`config.mk`:
```
export PLATFORM = sky130hd
export DESIGN_NAME = arbitration_table_config
export DESIGN_NICKNAME = d
export VERILOG_FILES = /design/src/rtl/arbitration_table_config_pkg.sv /design/src/rtl/arbitration_table_bank.sv /design/src/rtl/arbitration_table_config.sv
export SDC_FILE = /design/constraint.sdc
export NUM_CORES = 1
export LEC_CHECK = 0
export CORE_MARGIN = 1.5
export CORE_UTILIZATION = 50
export DETAILED_ROUTE_END_ITERATION = 16
export PLACE_DENSITY = 0.75
export SYNTH_ARGS = -nofsm -noshare
export SYNTH_HDL_FRONTEND = slang
export SYNTH_SLANG_ARGS = --single-unit
```
`constraint.sdc`:
```
create_clock -name clk -period 4.1 [get_ports clk]
set_input_delay 0.82 -clock clk [delete_from_list [all_inputs] [get_ports clk]]
set_output_delay 0.82 -clock clk [all_outputs]
set_load 0.05 [all_outputs]
```
`src/rtl/arbitration_table_config_pkg.sv`:
```
// Shared constants, state encoding and helpers for the arbitration table
// configuration controller and its register banks.
package arbitration_table_config_pkg;

  typedef enum logic [1:0] {
    ST_IDLE    = 2'd0,
    ST_PENDING = 2'd1,
    ST_APPLY   = 2'd2
  } state_e;

  // Every slot powers up with the smallest legal weight.
  localparam int DEFAULT_PESO = 1;

  // Bit width needed to encode values 0..range-1, never narrower than one bit.
  function automatic int field_w(input int range);
    return (range <= 2) ? 1 : $clog2(range);
  endfunction

  // Width of a weight field.
  function automatic int peso_w(input int max_weight);
    return field_w(max_weight);
  endfunction

  // Width of a queue-selection field.
  function automatic int sel_w(input int queue_quantity);
    return field_w(queue_quantity);
  endfunction

  // Width of a table slot index.
  function automatic int slot_w(input int table_size);
    return field_w(table_size);
  endfunction

  // Default queue assignment: slots cycle through the queues in order.
  function automatic int default_sel(input int slot, input int queue_quantity);
    return slot % queue_quantity;
  endfunction

endpackage

```
`src/rtl/arbitration_table_bank.sv`:
```
// One arbitration table: TABLE_SIZE (weight, selection) entries with a
// single-entry write port, a load-all port and flattened packed outputs.
module arbitration_table_bank
  import arbitration_table_config_pkg::*;
#(
  parameter int ENTRIES        = 8,
  parameter int QUEUE_QUANTITY = 4,
  parameter int PESO_W         = 6,
  parameter int SEL_W          = 2,
  parameter int ADDR_W         = 3
) (
  input  logic                        clk,
  input  logic                        rst,
  input  logic                        wr_en,
  input  logic [ADDR_W-1:0]           wr_addr,
  input  logic [PESO_W-1:0]           wr_peso,
  input  logic [SEL_W-1:0]            wr_sel,
  input  logic                        load_en,
  input  logic [ENTRIES*PESO_W-1:0]   load_pesos,
  input  logic [ENTRIES*SEL_W-1:0]    load_sels,
  output logic [ENTRIES*PESO_W-1:0]   pesos,
  output logic [ENTRIES*SEL_W-1:0]    sels
);

  logic [PESO_W-1:0] peso_q [ENTRIES];
  logic [PESO_W-1:0] peso_d [ENTRIES];
  logic [SEL_W-1:0]  sel_q  [ENTRIES];
  logic [SEL_W-1:0]  sel_d  [ENTRIES];

  // Next table contents: a bulk load wins over a single-entry write.
  always_comb begin
    peso_d = peso_q;
    sel_d  = sel_q;
    if (load_en) begin
      for (int i = 0; i < ENTRIES; i++) begin
        peso_d[i] = load_pesos[i*PESO_W +: PESO_W];
        sel_d[i]  = load_sels[i*SEL_W +: SEL_W];
      end
    end else if (wr_en) begin
      peso_d[wr_addr] = wr_peso;
      sel_d[wr_addr]  = wr_sel;
    end
  end

  // Table storage; reset restores the default round-robin table.
  always_ff @(posedge clk) begin
    if (rst) begin
      for (int i = 0; i < ENTRIES; i++) begin
        peso_q[i] <= PESO_W'(DEFAULT_PESO);
        sel_q[i]  <= SEL_W'(default_sel(i, QUEUE_QUANTITY));
      end
    end else begin
      peso_q <= peso_d;
      sel_q  <= sel_d;
    end
  end

  // Flatten the entries, slot n in bits [(n+1)*W-1 : n*W].
  always_comb begin
    pesos = '0;
    sels  = '0;
    for (int i = 0; i < ENTRIES; i++) begin
      pesos[i*PESO_W +: PESO_W] = peso_q[i];
      sels[i*SEL_W +: SEL_W]    = sel_q[i];
    end
  end

endmodule

```
`src/rtl/arbitration_table_config.sv`:
```
// Arbitration table configuration controller: software fills a shadow table,
// and a commit swaps it into the active table at an arbiter wrap (or after a
// timeout), followed by a one-cycle arbiter reset so the weights reload.
module arbitration_table_config
  import arbitration_table_config_pkg::*;
#(
  parameter int QUEUE_QUANTITY = 4,
  parameter int MAX_WEIGHT     = 64,
  parameter int TABLE_SIZE     = 8,
  parameter int COMMIT_TIMEOUT = 255
) (
  input  logic                                         clk,
  input  logic                                         rst,
  input  logic                                         wr_en,
  input  logic [slot_w(TABLE_SIZE)-1:0]                wr_addr,
  input  logic [peso_w(MAX_WEIGHT)-1:0]                wr_peso,
  input  logic [sel_w(QUEUE_QUANTITY)-1:0]             wr_sel,
  input  logic                                         commit,
  input  logic                                         table_wrap,
  output logic                                         busy,
  output logic                                         wr_err,
  output logic                                         done,
  output logic [TABLE_SIZE*peso_w(MAX_WEIGHT)-1:0]     pesos,
  output logic [TABLE_SIZE*sel_w(QUEUE_QUANTITY)-1:0]  selecciones,
  output logic                                         arb_rst,
  output logic                                         arb_enb
);

  localparam int PESO_W  = peso_w(MAX_WEIGHT);
  localparam int SEL_W   = sel_w(QUEUE_QUANTITY);
  localparam int ADDR_W  = slot_w(TABLE_SIZE);
  localparam int TIMER_W = field_w(COMMIT_TIMEOUT + 1);

  state_e               state_q, state_d;
  logic                 dirty_q, dirty_d;
  logic [TIMER_W-1:0]   timer_q, timer_d;
  logic                 busy_q, busy_d;
  logic                 wr_err_q, wr_err_d;
  logic                 done_q, done_d;
  logic                 arb_rst_q, arb_rst_d;
  logic                 wr_ok;
  logic                 apply_go;

  logic [TABLE_SIZE*PESO_W-1:0] shadow_pesos;
  logic [TABLE_SIZE*SEL_W-1:0]  shadow_sels;

  arbitration_table_bank #(
    .ENTRIES        (TABLE_SIZE),
    .QUEUE_QUANTITY (QUEUE_QUANTITY),
    .PESO_W         (PESO_W),
    .SEL_W          (SEL_W),
    .ADDR_W         (ADDR_W)
  ) u_shadow (
    .clk        (clk),
    .rst        (rst),
    .wr_en      (wr_ok),
    .wr_addr    (wr_addr),
    .wr_peso    (wr_peso),
    .wr_sel     (wr_sel),
    .load_en    (1'b0),
    .load_pesos ('0),
    .load_sels  ('0),
    .pesos      (shadow_pesos),
    .sels       (shadow_sels)
  );

  arbitration_table_bank #(
    .ENTRIES        (TABLE_SIZE),
    .QUEUE_QUANTITY (QUEUE_QUANTITY),
    .PESO_W         (PESO_W),
    .SEL_W          (SEL_W),
    .ADDR_W         (ADDR_W)
  ) u_active (
    .clk        (clk),
    .rst        (rst),
    .wr_en      (1'b0),
    .wr_addr    ('0),
    .wr_peso    ('0),
    .wr_sel     ('0),
    .load_en    (apply_go),
    .load_pesos (shadow_pesos),
    .load_sels  (shadow_sels),
    .pesos      (pesos),
    .sels       (selecciones)
  );

  // Commit FSM next state, write acceptance, timer and registered pulses.
  always_comb begin
    state_d  = state_q;
    dirty_d  = dirty_q;
    timer_d  = timer_q;
    done_d   = 1'b0;
    apply_go = 1'b0;
    // Writes only land while idle and with a non-zero weight.
    wr_ok    = wr_en && (state_q == ST_IDLE) && (wr_peso != '0);
    wr_err_d = wr_en && !wr_ok;
    unique case (state_q)
      ST_IDLE: begin
        if (wr_ok) dirty_d = 1'b1;
        // A write in the commit cycle counts as dirty and rides along.
        if (commit) begin
          if (dirty_q || wr_ok) begin
            state_d = ST_PENDING;
            timer_d = '0;
          end else begin
            done_d = 1'b1;
          end
        end
      end
      ST_PENDING: begin
        if (timer_q != {TIMER_W{1'b1}}) timer_d = timer_q + 1'b1;
        if (table_wrap || (timer_q == TIMER_W'(COMMIT_TIMEOUT))) begin
          state_d  = ST_APPLY;
          apply_go = 1'b1;
          dirty_d  = 1'b0;
        end
      end
      ST_APPLY: begin
        state_d = ST_IDLE;
        done_d  = 1'b1;
      end
      default: state_d = ST_IDLE;
    endcase
    busy_d    = (state_d != ST_IDLE);
    arb_rst_d = (state_d == ST_APPLY);
  end

  // Control registers; the arbiter is held in reset while we are.
  always_ff @(posedge clk) begin
    if (rst) begin
      state_q   <= ST_IDLE;
      dirty_q   <= 1'b0;
      timer_q   <= '0;
      busy_q    <= 1'b0;
      wr_err_q  <= 1'b0;
      done_q    <= 1'b0;
      arb_rst_q <= 1'b1;
    end else begin
      state_q   <= state_d;
      dirty_q   <= dirty_d;
      timer_q   <= timer_d;
      busy_q    <= busy_d;
      wr_err_q  <= wr_err_d;
      done_q    <= done_d;
      arb_rst_q <= arb_rst_d;
    end
  end

  assign busy    = busy_q;
  assign wr_err  = wr_err_q;
  assign done    = done_q;
  assign arb_rst = arb_rst_q;
  assign arb_enb = ~arb_rst_q;

endmodule

```
==> impl_metrics.env, run 1 <==
export IMPL_timing_fmax_mhz=354.6
export IMPL_combPwrFrac_pct=6.4
export IMPL_worstSetupEndpointType="register"
export IMPL_grt_pass1_wl_mm=22.15
export IMPL_synth_top_area_cell="dfxtp_1"
export IMPL_gp_congestion=0.7771
export IMPL_core_um2=10890
export IMPL_post_route_drc_count=0
export IMPL_p_seq_share_pct=44.6
export IMPL_hold_violations=0
export IMPL_stdcell_count=809
export IMPL_maxCapViolations=0
export IMPL_rsz0062_at_grt="no"
export IMPL_syn_area_um2=5624
export IMPL_period_needed_ns=2.820
export IMPL_ys_ff_latch=143
export IMPL_die_h_um=109.1
export IMPL_status="complete, no violations"
export IMPL_synth_enable_flop_cells=0
export IMPL_post_cts_resized=0
export IMPL_groute_usage_overall_pct=24.22
export IMPL_start_kind="input pin"
export IMPL_synth_avg_cell_area_um2=9.389
export IMPL_fill_cells=883
export IMPL_cts_setup_buffers=0
export IMPL_cts_sinks=143
export IMPL_cts_tree="built"
export IMPL_setup_viol=0
export IMPL_clockBufferDepth=2
export IMPL_die_area_um2=11890
export IMPL_synth_ff_type="dfxtp_1"
export IMPL_path_max_fanout=11
export IMPL_clock_latency_ns=0.52
export IMPL_timing_final_crit_share_pct=68.79
export IMPL_vdd_ir_drop_worst_mv=0.2710
export IMPL_synth_net_count=616
export IMPL_clk_pin_slew_ns=0.06
export IMPL_ys_async_sr_fraction_pct=0
export IMPL_num_vias=4601
export IMPL_required_ns=4.49
export IMPL_clkPwrFrac_pct=49.0
export IMPL_sw_frac_of_total_pct=22.90
export IMPL_final_layout_size_suffix_gt1_share_pct=8.670
export IMPL_worst_slack_ns=1.280
export IMPL_final_util_pct=65.11
export IMPL_port_buffers=84
export IMPL_finalNetCount=673
export IMPL_ant_nets=0
export IMPL_synth_top_area_share_pct=50.90
export IMPL_ff_latch_area_um2=2863
export IMPL_path_class="input pin to register"
export IMPL_die_x_um=109.1
export IMPL_relSlewSlack_pct=19.93
export IMPL_synth_cells=599
export IMPL_antenna_cells=0
export IMPL_antenna_found_initial=0
export IMPL_cts_buffers=17
export IMPL_multi_input_area_um2=2516
export IMPL_cts_root_buf="clkbuf_8"
export IMPL_drt_iter0_drc=338
export IMPL_synthTopCellsByArea="dfxtp_1 51%, mux2i_1 10%, o211ai_1 6.1%, nor2_1 5.1%, o21ai_0 4.7%"
export IMPL_yosysWarningCount=0
export IMPL_pre_cts_ws_ns=0.7820
export IMPL_worst_pin_slew_ns=1.201
export IMPL_p_int_w=0.002460
export IMPL_place_inst=777
export IMPL_p_leak_nw=2.666
export IMPL_yosysSeqAreaShare_pct=50.90
export IMPL_viasPerCell=5.687
export IMPL_p_switching_w=0.0007306
export IMPL_wl_per_cell_um=16.61
export IMPL_hold_path_class="register to register"
export IMPL_fin_setup_tns_ns=0
export IMPL_arrival_ns=3.21
export IMPL_postCtsHoldBufs=0
export IMPL_power_per_cell_area_nw_per_um2=450.1
export IMPL_area_growth_pct=26.05
export IMPL_holdWs_ns=0.4570
export IMPL_io_pins=85
export IMPL_synth_cell_type_count=46
export IMPL_cts_max_level=4
export IMPL_start_util_pct=51.65
export IMPL_grt_pass1_vias=4430
export IMPL_grt_max_degree=72
export IMPL_finClkSkew_ns=0.004522
export IMPL_dp_hpwl_mm=8.301
export IMPL_drv_slew=0
export IMPL_totalWireLength_mm=13.44
export IMPL_drt_pass1_iterations=5
export IMPL_rows=38
export IMPL_overflow=0
[worst max-delay path: stages]
cell and delay [ns]:
clkdlybuf4s50_1 0.61, or4_4 0.77, o2111ai_2 0.69, mux2i_1 0.26, nor2_1 0.06
[metrics by stage]
| step | instance area (µm²) | power, W |
|---|---|---|
| floorplan | 5624 | 0.001597 |
| global placement | 6482 | 0.001651 |
| detailed placement | 6482 | 0.001656 |
| CTS | 7089 | 0.003203 |
| global route | 7089 | 0.003281 |
| finish | 7089 | 0.003191 |
[final cells by class]
cell class	instances	area share [%]
sequential	143	40.38
multi-input combinational	396	35.49
timing repair buffer	94	12.88
clock buffer	22	6.671
tap	140	2.471
clock inverter	10	1.888
inverter	4	0.2118
[synth_stat cells (5+ instances only)]
cell type / instances
nand2_1: 50
nand3_1: 13
nor2b_1: 5
o21ai_1: 8
dfxtp_1: 143
a21oi_1: 21
o2111ai_4: 5
o211ai_1: 46
nor3_1: 18
buf_2: 10
mux2i_1: 58
nor2_1: 76
nand2b_1: 6
clkbuf_1: 40
o21ai_0: 53
[final timing paths]
kind / cells after the start / to / start / slack, ns
setup / recovery: 5 / u_shadow.pesos[22] / wr_peso[2] / 1.28
hold / removal: 2 / u_active.sels[12] / u_shadow.sels[12] / 0.46
setup reg to reg: 4 / u_active.pesos[22] / state_q[0] / 1.71
hold reg to reg: 2 / u_active.sels[12] / u_shadow.sels[12] / 0.46
[routing by layer]
| metal | routed length, µm | track usage [%] | share of wire (%) |
|---|---|---|---|
| met3 | 806 | 4.543 | 6.0 |
| met5 | 0 | 0 | 0 |
| met1 | 6201 | 32.46 | 46 |
| met4 | 227 | 9.305 | 1.7 |
| met2 | 6204 | 38.62 | 46 |
[logic make-up (layout without fill, tap and decap cells)]
logic type | Yosys count | count (layout) | synth area share [%]
flip-flops | 143 | 143 | 50.90
AND/OR/NAND/NOR | 187 | 187 | 15.08
buffers and inverters | 60 | 130 | 4.672
adder cells (fa/ha/maj) | 1 | 1 | 0.2224
XOR/XNOR | 2 | 2 | 0.3115
AO/OA/AOI/OAI | 148 | 148 | 18.49
multiplexers | 58 | 58 | 10.32
[flip-flops by register name, summed over array words and instances, names as in the netlist, 2 cells and up]
register / count
u_active.pesos: 48
state_q: 2
u_active.sels: 16
timer_q: 8
u_shadow.pesos: 48
u_shadow.sels: 16
[power by group through the flow]
stage | sequential (W) | clock [W] | combinational [W]
final | 0.00142 | 0.00156 | 0.000205
after global routing | 0.00142 | 0.00164 | 0.000221
after CTS | 0.00142 | 0.00158 | 0.000204
after detailed placement | 0.00145 | 0 | 0.000203
after global placement | 0.00145 | 0 | 0.000199
after floorplan | 0.00146 | 0 | 0.000134
[layout by cell type (no fill, tap or decap), drive strengths merged, types with 2 or more instances in the layout]
cell type / netlist / final
dfxtp: 143 / 143
clkdlybuf4s50: 0 / 83
nor2: 77 / 77
o21ai: 61 / 61
mux2i: 58 / 58
nand2: 50 / 50
o211ai: 46 / 46
clkbuf: 42 / 22
a21oi: 21 / 21
nor3: 18 / 18
nand3: 13 / 13
buf: 14 / 11
o2111ai: 8 / 8
nand2b: 6 / 6
nor2b: 5 / 5
clkinv: 0 / 5
inv: 4 / 4
a31oi: 4 / 4
or3: 3 / 3
nand3b: 3 / 3
bufinv: 0 / 3
and3: 2 / 2
nor4b: 2 / 2
nand4: 2 / 2
clkinvlp: 0 / 2
or4: 2 / 2
Power figures use the tool's default switching activity.
==> inputs of run 2 (changes only) <==
Settings changed: CORE_UTILIZATION 50 to 48.
Clock period 4.1 ns to 2.48 ns, I/O delays scaled along.
==> run 2 against run 1 <==
- utilization rose by 0.15 points
- sequential power rose by 65%
- clock power rose by 73%
- global-route usage fell by 0.42 points
- worst hold slack improved by 0.0040 ns
- sequential cell count did not move
- non-clock buffer count rose by 31
==> impl_metrics.env, run 2 (synthesis gave the netlist of run 1 again) <==
export IMPL_drt_iter0_drc=284
export IMPL_hold_path_class="register to register"
export IMPL_design_area_um2=7452
export IMPL_path_class="input pin to register"
export IMPL_worst_pin_slew_ns=0.5245
export IMPL_p_leak_nw=2.863
export IMPL_fill_cells=896
export IMPL_post_route_drc_count=0
export IMPL_grt_max_degree=55
export IMPL_port_buffers=84
export IMPL_start_kind="input pin"
export IMPL_relSlewSlack_pct=64.92
export IMPL_timing_final_crit_share_pct=86.30
export IMPL_cts_setup_buffers=0
export IMPL_place_inst=811
export IMPL_viasPerCell=5.647
export IMPL_cts_root_buf="clkbuf_16"
export IMPL_rsz0062_at_grt="no"
export IMPL_p_total_w=0.005443
export IMPL_grt_pass1_vias=4704
export IMPL_start_util_pct=49.25
export IMPL_arrival_ns=2.43
export IMPL_worstSetupEndpointType="register"
export IMPL_final_common_cell="dfxtp_1"
export IMPL_antenna_found_initial=0
export IMPL_holdWs_ns=0.4609
export IMPL_cts_sinks=143
export IMPL_wl_per_cell_um=17.15
export IMPL_dpl_cell_area_um2=6819
export IMPL_postCtsHoldBufs=0
export IMPL_path_max_fanout=9
export IMPL_finalNetCount=704
export IMPL_core_um2=11420
export IMPL_stdcell_count=843
export IMPL_drv_slew=0
export IMPL_vdd_ir_drop_worst_mv=0.4576
export IMPL_cts_tree="built"
export IMPL_drt_pass1_iterations=5
export IMPL_status="complete, no violations"
export IMPL_period_needed_ns=2.140
export IMPL_ant_nets=0
export IMPL_die_area_um2=12380
export IMPL_area_growth_pct=32.50
export IMPL_dp_hpwl_mm=9.472
export IMPL_antenna_cells=0
export IMPL_grt_pass1_wl_mm=23.71
export IMPL_finClkSkew_ns=0.009746
export IMPL_cts_max_level=4
export IMPL_maxCapViolations=0
export IMPL_num_vias=4760
export IMPL_hold_violations=0
export IMPL_clk_pin_slew_ns=0.06
export IMPL_power_per_cell_area_nw_per_um2=730.4
export IMPL_clockBufferDepth=2
export IMPL_final_layout_size_suffix_gt1_share_pct=12.57
export IMPL_gp_congestion=0.8571
export IMPL_post_cts_resized=0
export IMPL_setup_viol=0
export IMPL_die_h_um=111.2
export IMPL_required_ns=2.76
export IMPL_groute_usage_overall_pct=23.80
export IMPL_timing_fmax_mhz=467.2
export IMPL_final_cell_mix="143 x dfxtp_1, 83 x clkdlybuf4s50_1, 76 x nor2_1"
export IMPL_final_util_pct=65.26
export IMPL_cts_buffers=17
export IMPL_io_pins=85
export IMPL_rows=39
export IMPL_overflow=0
export IMPL_totalWireLength_mm=14.46
export IMPL_clock_latency_ns=0.42
export IMPL_die_x_um=111.2
==> run 2: worst max-delay path, stage by stage <==
cell and delay [ns]:
clkdlybuf4s50_1 0.46, or4_4 0.69, o2111ai_2 0.27, buf_4 0.22
mux2i_1 0.22, nor2_1 0.06
==> run 2: where the power goes <==
| group | switching (W) | total [W] | internal [W] | leakage (nW) |
|---|---|---|---|---|
| sequential | 0.0000230 | 0.00235 | 0.00233 | 1.16 |
| combinational | 0.000248 | 0.000387 | 0.000139 | 1.40 |
| clock | 0.000943 | 0.00270 | 0.00176 | 0.306 |
==> run 2: worst paths after layout <==
kind | from | end | slack (ns) | cells past startpoint
min | u_shadow.pesos[1] | u_shadow.pesos[1] | 0.46 | 2
min reg2reg | u_shadow.pesos[1] | u_shadow.pesos[1] | 0.46 | 2
max | wr_peso[2] | u_shadow.pesos[19] | 0.34 | 6
max reg2reg | state_q[0] | u_active.pesos[45] | 0.69 | 4
==> run 2: per-stage QoR <==
step	setup TNS [ns]	setup slack (ns)
after CTS	0	0.3626
after global placement	-0.2647	-0.04995
after global routing	0	0.2537
after floorplan	0	0.4079
after detailed placement	-0.4299	-0.08464
final	0	0.3397
==> run 2: cell type report <==
| type | instances | area, µm² | area share [%] |
|---|---|---|---|
| sequential | 143 | 2863 | 38.42 |
| inverter | 4 | 15.01 | 0.2015 |
| timing repair buffer | 125 | 1246 | 16.72 |
| clock inverter | 10 | 158.9 | 2.132 |
| multi-input combinational | 396 | 2516 | 33.76 |
| tap | 143 | 178.9 | 2.401 |
| clock buffer | 22 | 474.2 | 6.363 |
==> run 2: routing by layer <==
metal / share of wire [%] / track usage, % / vias up
met2: 48 / 38.08 / 140
met1: 46 / 31.27 / 2297
met4: 1.7 / 8.354 / 0
met3: 5.1 / 6.014 / 27
li1: - / - / 2296
met5: 0 / 0 / -
